===== src/rtl/ahb_gpio_port.sv =====
// ahb_gpio_port: zero-wait AHB-Lite GPIO slave with byte-lane writes, atomic set/clear/toggle,
// a synchronised input port and rising-edge interrupt capture (enable + write-1-to-clear status).
module ahb_gpio_port #(
    parameter int WIDTH = 16,
    parameter logic [WIDTH-1:0] RESET_VALUE = '0
) (
    input  logic             HCLK,
    input  logic             HRESETn,
    input  logic [31:0]      HADDR,
    input  logic [31:0]      HWDATA,
    input  logic [2:0]       HSIZE,
    input  logic [1:0]       HTRANS,
    input  logic             HWRITE,
    input  logic             HREADY,
    input  logic             HSEL,
    output logic [31:0]      HRDATA,
    output logic             HREADYOUT,
    output logic [WIDTH-1:0] oPort,
    input  logic [WIDTH-1:0] iPort,
    output logic             IRQ
);
    logic             cap, dp_wr, dp_rd, unused;
    logic [2:0]       dp_off;
    logic [3:0]       lanes, dp_lanes;
    logic [31:0]      bmask;
    logic [WIDTH-1:0] wd, keep, rise, rd_sel;
    logic [WIDTH-1:0] ien, istat, sync1, sync2, prev;
    logic [WIDTH-1:0] port_nxt, ien_nxt, istat_nxt;

    assign unused    = ^HADDR[31:5];
    assign HREADYOUT = 1'b1;
    assign cap       = HSEL && HREADY && HTRANS != 2'b00;
    assign lanes     = HSIZE == 3'b010 ? 4'b1111 :
                       HSIZE == 3'b001 ? (HADDR[1] ? 4'b1100 : 4'b0011) :
                       HSIZE == 3'b000 ? 4'b0001 << HADDR[1:0] : 4'b0000;
    assign bmask     = {{8{dp_lanes[3]}}, {8{dp_lanes[2]}}, {8{dp_lanes[1]}}, {8{dp_lanes[0]}}};
    assign wd        = WIDTH'(HWDATA & bmask);
    assign keep      = ~WIDTH'(bmask);
    assign rise      = sync2 & ~prev;

    // set/clear/toggle/W1C treat disabled lanes as 0; DOUT/IEN keep old bits in disabled lanes
    always_comb begin
        port_nxt  = !dp_wr        ? oPort :
                    dp_off == 3'd0 ? (oPort & keep) | wd :
                    dp_off == 3'd1 ? oPort | wd :
                    dp_off == 3'd2 ? oPort & ~wd :
                    dp_off == 3'd3 ? oPort ^ wd : oPort;
        ien_nxt   = dp_wr && dp_off == 3'd5 ? (ien & keep) | wd : ien;
        istat_nxt = (istat & ~(dp_wr && dp_off == 3'd6 ? wd : '0)) | rise;
        rd_sel    = dp_off == 3'd4 ? sync2 :
                    dp_off == 3'd5 ? ien :
                    dp_off == 3'd6 ? istat :
                    dp_off == 3'd7 ? '0 : oPort;
        HRDATA            = '0;
        HRDATA[WIDTH-1:0] = dp_rd ? rd_sel : '0;
    end

    always_ff @(posedge HCLK or negedge HRESETn) begin
        if (!HRESETn) begin
            dp_wr    <= 1'b0;
            dp_rd    <= 1'b0;
            dp_off   <= '0;
            dp_lanes <= '0;
            oPort    <= RESET_VALUE;
            ien      <= '0;
            istat    <= '0;
            sync1    <= '0;
            sync2    <= '0;
            prev     <= '0;
            IRQ      <= 1'b0;
        end else begin
            dp_wr    <= cap && HWRITE;
            dp_rd    <= cap && !HWRITE;
            if (cap) begin
                dp_off   <= HADDR[4:2];
                dp_lanes <= lanes;
            end
            oPort    <= port_nxt;
            ien      <= ien_nxt;
            istat    <= istat_nxt;
            sync1    <= iPort;
            sync2    <= sync1;
            prev     <= sync2;
            IRQ      <= |(istat_nxt & ien_nxt);
        end
    end
endmodule


===== config.mk =====
export PLATFORM = sky130hd
export DESIGN_NAME = ahb_gpio_port
export DESIGN_NICKNAME = d
export VERILOG_FILES = /design/src/rtl/ahb_gpio_port.sv
export SDC_FILE = /design/constraint.sdc
export NUM_CORES = 1
export LEC_CHECK = 0
export CORE_UTILIZATION = 50
export DETAILED_ROUTE_END_ITERATION = 16
export DONT_BUFFER_PORTS = 1
export RECOVER_POWER = 100
export SKIP_LAST_GASP = 1
export SLEW_MARGIN = 25
export SYNTH_ARGS = -nofsm -noshare
export SYNTH_HDL_FRONTEND = slang
export SYNTH_SLANG_ARGS = --single-unit
export TNS_END_PERCENT = 30

===== constraint.sdc =====
create_clock -name HCLK -period 2.29 [get_ports HCLK]
set_input_delay 0.687 -clock HCLK [delete_from_list [all_inputs] [get_ports HCLK]]
set_output_delay 0.687 -clock HCLK [all_outputs]
set_load 0.01 [all_outputs]

After elaboration in Yosys (flattened, before gate mapping)
Cells that the tools add are included. Widths: inputs -> output; s select.

Bits in registers: 104. Input bits: 90. Output and inout port bits: 50. Word-level logic and storage cells: 65.

Eq/ne operators: 9. Shift-type cells: 1. Mux-type cells: 15. Bitwise gates (word level): 16. Reductions and logical operators: 13.

Operators with widths (number): $mux 16 (11); $and 16x16->16 (7); $not 16->16 (4); $or 16x16->16 (4); $reduce_or 16->1 (1); $xor 16x16->16 (1); $eq 3x3->1 const B (4); $eq 3x2->1 const B (3); $mux 2 (4); $eq 3x1->1 const B (2); $logic_and 1x1->1 (6); $logic_not 3->1 (2); $reduce_bool 4->1 (1); $reduce_and 2->1 (1); $reduce_bool 2->1 (1); $shl 1x2->2 const A (1); $logic_not 1->1 (1).

Depth between registers and ports, before layout
Gate-level depths: netlist (run 1).

Depth in word-level cells: 8. Mapped depth: 8.

Worst setup path before layout (run 1)
OpenSTA, ideal clock, no wires.

Kind: register -> output. Start: reg dp_off[0]. End: out HRDATA[10]. Arrival time: 1.373 ns. Data required time: 1.603 ns. Setup slack: 0.230 ns. Cell stages (with the launch flop): 6. Path buffers: 2. Cells stage by stage: dfrtp_1 buf_2 buf_2 mux2i_1 o211ai_1 o211a_1.

Longest elaborated chain between the ends: 6.

Ends and longest elaborated chain: from (decl) (RTL line 23) `logic [2:0] dp_off;`; from (signal assigned) (RTL line 75) `dp_off <= HADDR[4:2];`; $eq 3x3->1 (RTL line 53) `dp_off == 3'd7 ? '0 : oPort;`; $mux 16 (RTL line 53); $mux 16 (RTL line 52) `dp_off == 3'd6 ? istat :`; $mux 16 (RTL line 51) `dp_off == 3'd5 ? ien :`; $mux 16 (*) (RTL line 50) `rd_sel = dp_off == 3'd4 ? sync2 :`; $mux 16 (*) (RTL line 55) `HRDATA[WIDTH-1:0] = dp_rd ? rd_sel : '0;`; to (decl) (RTL line 16) `output logic [31:0] HRDATA,`.

Every way passes the cells marked *; elsewhere a longest branch is shown, timed or not.

Worst setup path in the final report (run 1)
Start: reg dp_off[0]. End: out HRDATA[8].

The elaborated chain is that of the path after synthesis.

==> results of run 1 <==
[worst max-delay path, stage by stage (launching register included)]
cell and delay (ns):
dfrtp_2 0.50, nor2b_4 0.19, buf_6 0.16, nand2_2 0.05
o211ai_1 0.16, o211a_1 0.26
[per-stage QoR]
| stage | utilization | hold slack [ns] | setup WS, ns | power [mW] |
|---|---|---|---|---|
| 2_1_floorplan | - | 0.331 | 0.230 | 3.23 |
| 3_3_place_gp | 0.538 | 0.332 | 0.168 | 3.55 |
| 3_5_place_dp | 0.538 | 0.336 | 0.110 | 3.63 |
| 4_1_cts | 0.558 | -0.0177 | -0.101 | 4.68 |
| 5_1_grt | 0.559 | -0.0213 | -0.145 | 4.96 |
| 6_report | 0.559 | -0.00167 | -0.0798 | 4.66 |
[final timing paths]
path | end | cells past startpoint | start
min in group HCLK | sync1[4] | 0 | iPort[4]
worst min register to register | sync2[1] | 0 | sync1[1]
max in group asynchronous | dp_off[0] | 0 | HRESETn
worst min-delay path | sync1[5] | 0 | HRESETn
worst max register to register | IRQ | 8 | dp_off[1]
worst max-delay path | HRDATA[8] | 5 | dp_off[0]
[cells by family after synthesis]
group / synth area share
other cells: 0.00149
flops: 0.516
mux: 0.0742
buf+inv: 0.0727
fa+ha+maj: 0.0794
simple gates: 0.0640
compound gates: 0.192
[metal layers]
layer | routed length, µm | up-vias | global-route usage
li1 | - | 1663 | -
met1 | 5510 | 1829 | 0.355
met2 | 5580 | 159 | 0.365
met3 | 893 | 27 | 0.0479
met4 | 306 | 0 | 0.104
met5 | 0 | - | 0
[report_power, final]
part	switching, mW	internal (mW)
Clock	0.624	0.390
Combinational	0.734	0.543
Sequential	0.330	2.04
Total	1.69	2.97
[layout by cell type (no fill, tap or decap), drive strengths merged, types with 4 or more instances in the layout]
cell type    n
clkbuf      10
buf         31
o22ai       16
dfrtp      104
o2111ai     16
a22oi       23
nor3         4
clkinv       4
inv         35
mux2        19
o211ai      17
conb        17
ha          32
o211a       16
nor2         6
nand2       56
mux2i       16
o21ai       52
[cell type report]
| cell class | count | area [µm²] | share of cell area |
|---|---|---|---|
| Sequential cell | 104 | 2600 | 0.476 |
| Multi-Input combinational cell | 298 | 2140 | 0.392 |
| Timing Repair Buffer | 31 | 256 | 0.0469 |
| Tap cell | 133 | 166 | 0.0304 |
| Inverter | 36 | 135 | 0.0247 |
| Clock buffer | 10 | 128 | 0.0234 |
| Clock inverter | 5 | 33.8 | 0.00618 |
[what timing repair did]
| action | CTS | global route |
|---|---|---|
| resized for setup | 8 | 3 |
| endpoints found under the hold margin | 104 | 83 |
| endpoints found under the setup margin | 16 | 17 |
| pin swaps | 4 | 8 |
| setup buffers | 1 | 0 |
| gates cloned | 1 | 0 |
==> summary.md, run 1 <==
| Metric | Value |
|---|---|
| Outcome | `finished, violations left` |
| Failing checks | `negative hold slack, negative setup slack` |
| Fin worst setup slack | `-0.0798 ns` |
| Core area | `9770 µm²` |
| Top-area cell type share of the netlist area | `0.516` |
| Top-count cell post-synth | `dfrtp_1` |
| Post-DP HPWL | `8440 µm` |
| DP Area | `5250 µm²` |
| Port buffer count | `0` |
| Post-route DRC | `0` |
| Antenna-violating nets left | `0` |
| Max-cap violations | `0` |
| Async SR Flop Fraction | `1.00` |
| CTS tree | `done` |
| Worst hold slack | `-0.00167 ns` |
| Largest cells by area after synthesis | `dfrtp_1 (52%), ha_1 (7.9%), o21ai_0 (5.0%), mux2_2 (4.2%), nand2_1 (4.0%)` |
| Layout fillers | `872` |
| Post-synth cell types | `30` |
| Synth-to-Final Area Change | `8.33%` |
| Initial DRC Count | `238` |
| Netlist Area Pre-Place | `5040 µm²` |
| Final Cycle Share | `1.03` |
| Fmax | `0.422 GHz` |
| CTS H-tree depth | `3` |
| CP Data Required Time | `1.60 ns` |
| Io pins | `140` |
| Total gr overflow | `0` |
| CP Launch Type | `flop` |
| Die Y | `102 µm` |
| Total track usage | `0.247` |
| Sink Count | `104` |
| Vias in the first global route | `3586` |
| Fin area | `5470 µm²` |
| RePlAce Congestion | `0.789` |
| Worst skew pair latency | `0.37 ns` |
| Maximum net fanout on the critical path | `7` |
| Slew HR | `0.572` |
| Placement Rows | `36` |
| Setup violations, final | `13` |
| Initial antenna violation count | `0` |
| Post-synth EDFFs | `0` |
| Static Leak | `2.54 nW` |
| Clk_skew | `0.00708 ns` |
| CTS buffer count | `9` |
| Synth area leader | `dfrtp_1` |
| Synth Register Bits | `104` |
| Placed insts | `600` |
| R2R Setup Slk | `0.13 ns` |
| CTS root buf | `clkbuf_8` |
| Sequential area share after synthesis | `0.516` |
| Clock transition at the registers of the reported paths | `0.10 ns` |
| Yosys Warn Count | `0` |
| Full die area | `10500 µm²` |
| Syn Area/Cell | `10.9 µm²` |
| WL final | `12300 µm` |
| Setup TNS | `-0.333 ns` |
| Final hold vios | `10` |
| Top post-synthesis cells by count | `dfrtp_1 (104), nand2_1 (54), o21ai_0 (50)` |
| Arrival time worst endpoint | `1.68 ns` |
| Slew Viols, Final | `0` |
| First-pass GRT wire length | `19100 µm` |
| Clock Path Buffers | `2` |
| Gate Count Post-Synth | `464` |
| Post-synth top flop | `dfrtp_1` |
| Antenna cells | `0` |
| Drt pass-1 iters | `5` |
| Chip width | `102 µm` |
| Wire per inst | `19.9 µm` |
| Initial Util | `0.516` |
| Final Critical Period | `2.37 ns` |
| Ratio of cells with drive above 1 in the final layout | `0.147` |
| Crit Path Class | `flop to primary output` |
| Hold Crit Class | `input pin to asynchronous set/reset pin` |
| RSZ-0062 raised after global routing | `true` |
| Final std cells w/o fill | `617` |
| Largest net degree at the start of global routing | `105` |
| Vias/cell | `5.96` |
| Worst Max-Slew Pin Slew | `0.638 ns` |
| Power per cell area | `853 nW/µm²` |
| Max VDD drop | `0.545 mV` |
| CP endpoint kind | `primary output` |
| Post-layout net count | `602` |
| Vias | `3678` |
Power figures use the tool's default switching activity.
==> inputs of run 2 (changes only) <==
--- a/config.mk
+++ b/config.mk
@@ -5,7 +5,8 @@
 export SDC_FILE = /design/constraint.sdc
 export NUM_CORES = 1
 export LEC_CHECK = 0
-export CORE_UTILIZATION = 50
+export CORE_ASPECT_RATIO = 1.2
+export CORE_UTILIZATION = 30
 export DETAILED_ROUTE_END_ITERATION = 16
 export DONT_BUFFER_PORTS = 1
 export RECOVER_POWER = 100
==> summary.md, run 2 (synthesized netlist as in run 1, its figures left out) <==
| Metric | Value |
|---|---|
| Fin worst setup slack | `-0.0398 ns` |
| Chip width | `120 µm` |
| Vias | `3729` |
| Total gr overflow | `0` |
| Core area | `16300 µm²` |
| CTS root buf | `clkbuf_16` |
| CTS tree | `done` |
| Placed insts | `684` |
| Outcome | `finished, violations left` |
| Wire per inst | `19.0 µm` |
| Antenna cells | `0` |
| Worst skew pair latency | `0.35 ns` |
| Final Util | `0.355` |
| Arrival time worst endpoint | `1.64 ns` |
| Initial Util | `0.309` |
| Multi-input gate area | `2140 µm²` |
| Most common cell after layout, fill and taps aside | `dfrtp_1` |
| Drt pass-1 iters | `5` |
| Setup TNS | `-0.302 ns` |
| Fmax | `0.429 GHz` |
| CP Launch Type | `flop` |
| RePlAce Congestion | `0.811` |
| Setup violations, final | `12` |
| Clock transition at the registers of the reported paths | `0.07 ns` |
| Hold Crit Class | `input pin to asynchronous set/reset pin` |
| Largest net degree at the start of global routing | `105` |
| First-pass GRT wire length | `21200 µm` |
| Placement Rows | `51` |
| Hold Buf Count CTS | `0` |
| Antenna-violating nets left | `0` |
| WL final | `13500 µm` |
| Post-DP HPWL | `9390 µm` |
| Ratio of cells with drive above 1 in the final layout | `0.169` |
| Most Used Layer, Global Route | `met2` |
| CTS buffer count | `9` |
| Crit Path Class | `flop to primary output` |
| Total track usage | `0.162` |
| CP endpoint kind | `primary output` |
| Port buffer count | `0` |
| Layout fillers | `1655` |
| Total power | `5.21 mW` |
| Clock Path Buffers | `2` |
| Final Cycle Share | `1.02` |
| CTS H-tree depth | `3` |
| Vias/cell | `5.26` |
| Vias in the first global route | `3845` |
| Full die area | `17300 µm²` |
| Maximum net fanout on the critical path | `10` |
| Final Critical Period | `2.33 ns` |
| Static Leak | `2.66 nW` |
| Die Y | `144 µm` |
| GR Util met3 | `0.0457` |
| Clk_skew | `0.00801 ns` |
| Post-route DRC | `0` |
| Synth-to-Final Area Change | `15.0%` |
| Failing checks | `negative setup slack` |
| Sink Count | `104` |
| Commonest cells after routing, fill and taps aside | `dfrtp_1 (103), nand2_1 (54), o21ai_0 (50)` |
| Pre-CTS setup slack | `0.193 ns` |
| Post-layout net count | `614` |
| M2 GR Usage | `0.270` |
| Sequential cell area | `2600 µm²` |
| Initial antenna violation count | `0` |
| Initial DRC Count | `341` |
| CP Data Required Time | `1.60 ns` |
| Max-cap violations | `0` |
| Final std cells w/o fill | `709` |
| Io pins | `140` |
| Final hold vios | `0` |
| Power per cell area | `897 nW/µm²` |
| Met1 usage | `0.199` |
| RSZ-0062 raised after global routing | `true` |
| Max VDD drop | `0.364 mV` |
| Slew Viols, Final | `0` |
-- run 2: cell count changes in the layout (fill, tap and decap cells not counted) --
cell        previous run  this run
clkinvlp_4             2         1
clkinv_4               0         2
clkbuf_16              0         9
nand2_2                1         0
buf_4                 27        36
clkbuf_8               9         1
nor3_1                 3         2
nor3_2                 1         2
buf_8                  0         1
buf_16                 0         1
nand2_1               53        54
-- run 2: path summary, 6_finish.rpt --
path                       slack (ns)    endpoint  startpoint  cells after the start
min reg2reg                      0.35    sync2[6]    sync1[6]                      0
min                              0.03    sync1[1]     HRESETn                      0
max in group asynchronous        2.08   istat[10]     HRESETn                      0
max reg2reg                      0.07         IRQ   dp_off[0]                      7
max                             -0.04  HRDATA[13]   dp_off[0]                      5
min in group HCLK                0.35    sync2[6]    sync1[6]                      0
-- run 2: where the power goes --
group	total, mW	leakage [nW]	switching [mW]	internal, mW
combinational	1.35	1.35	0.759	0.591
clock	1.47	0.139	0.697	0.772
sequential	2.39	1.18	0.346	2.04
-- run 2: layout make-up --
type | count | area share
Sequential cell | 104 | 0.449
Multi-Input combinational cell | 298 | 0.370
Timing Repair Buffer | 43 | 0.0638
Tap cell | 212 | 0.0457
Clock buffer | 10 | 0.0412
Inverter | 36 | 0.0233
Clock inverter | 6 | 0.00755
-- run 2: metrics by stage --
stage / hold WS [ns] / cell area (µm²)
floorplan: 0.331 / 5100
global placement: 0.332 / 5410
finish: 0.0335 / 5800
CTS: 0.0216 / 5780
detailed placement: 0.335 / 5410
global route: 0.0141 / 5800
-- run 2: layer usage --
| layer | routed length [µm] | vias to the layer above |
|---|---|---|
| li1 | - | 1691 |
| met1 | 5430 | 1843 |
| met2 | 6580 | 175 |
| met3 | 1180 | 20 |
| met4 | 299 | 0 |
| met5 | 0 | - |
-- run 2: worst max-delay path: stages (launching register included) --
cell      delay (ns)
dfrtp_2         0.46
buf_12          0.17
buf_4           0.13
mux2i_1         0.12
o211ai_1        0.17
o211a_1         0.24
-- run 2: repair_timing --
item                                    4_1_cts  5_1_grt
buffers inserted                              5        3
resized for setup                             7        3
cloned                                        2        0
pin swaps                                     3        1
endpoints found under the setup margin       16       15
hold endpoints to repair                      0        0
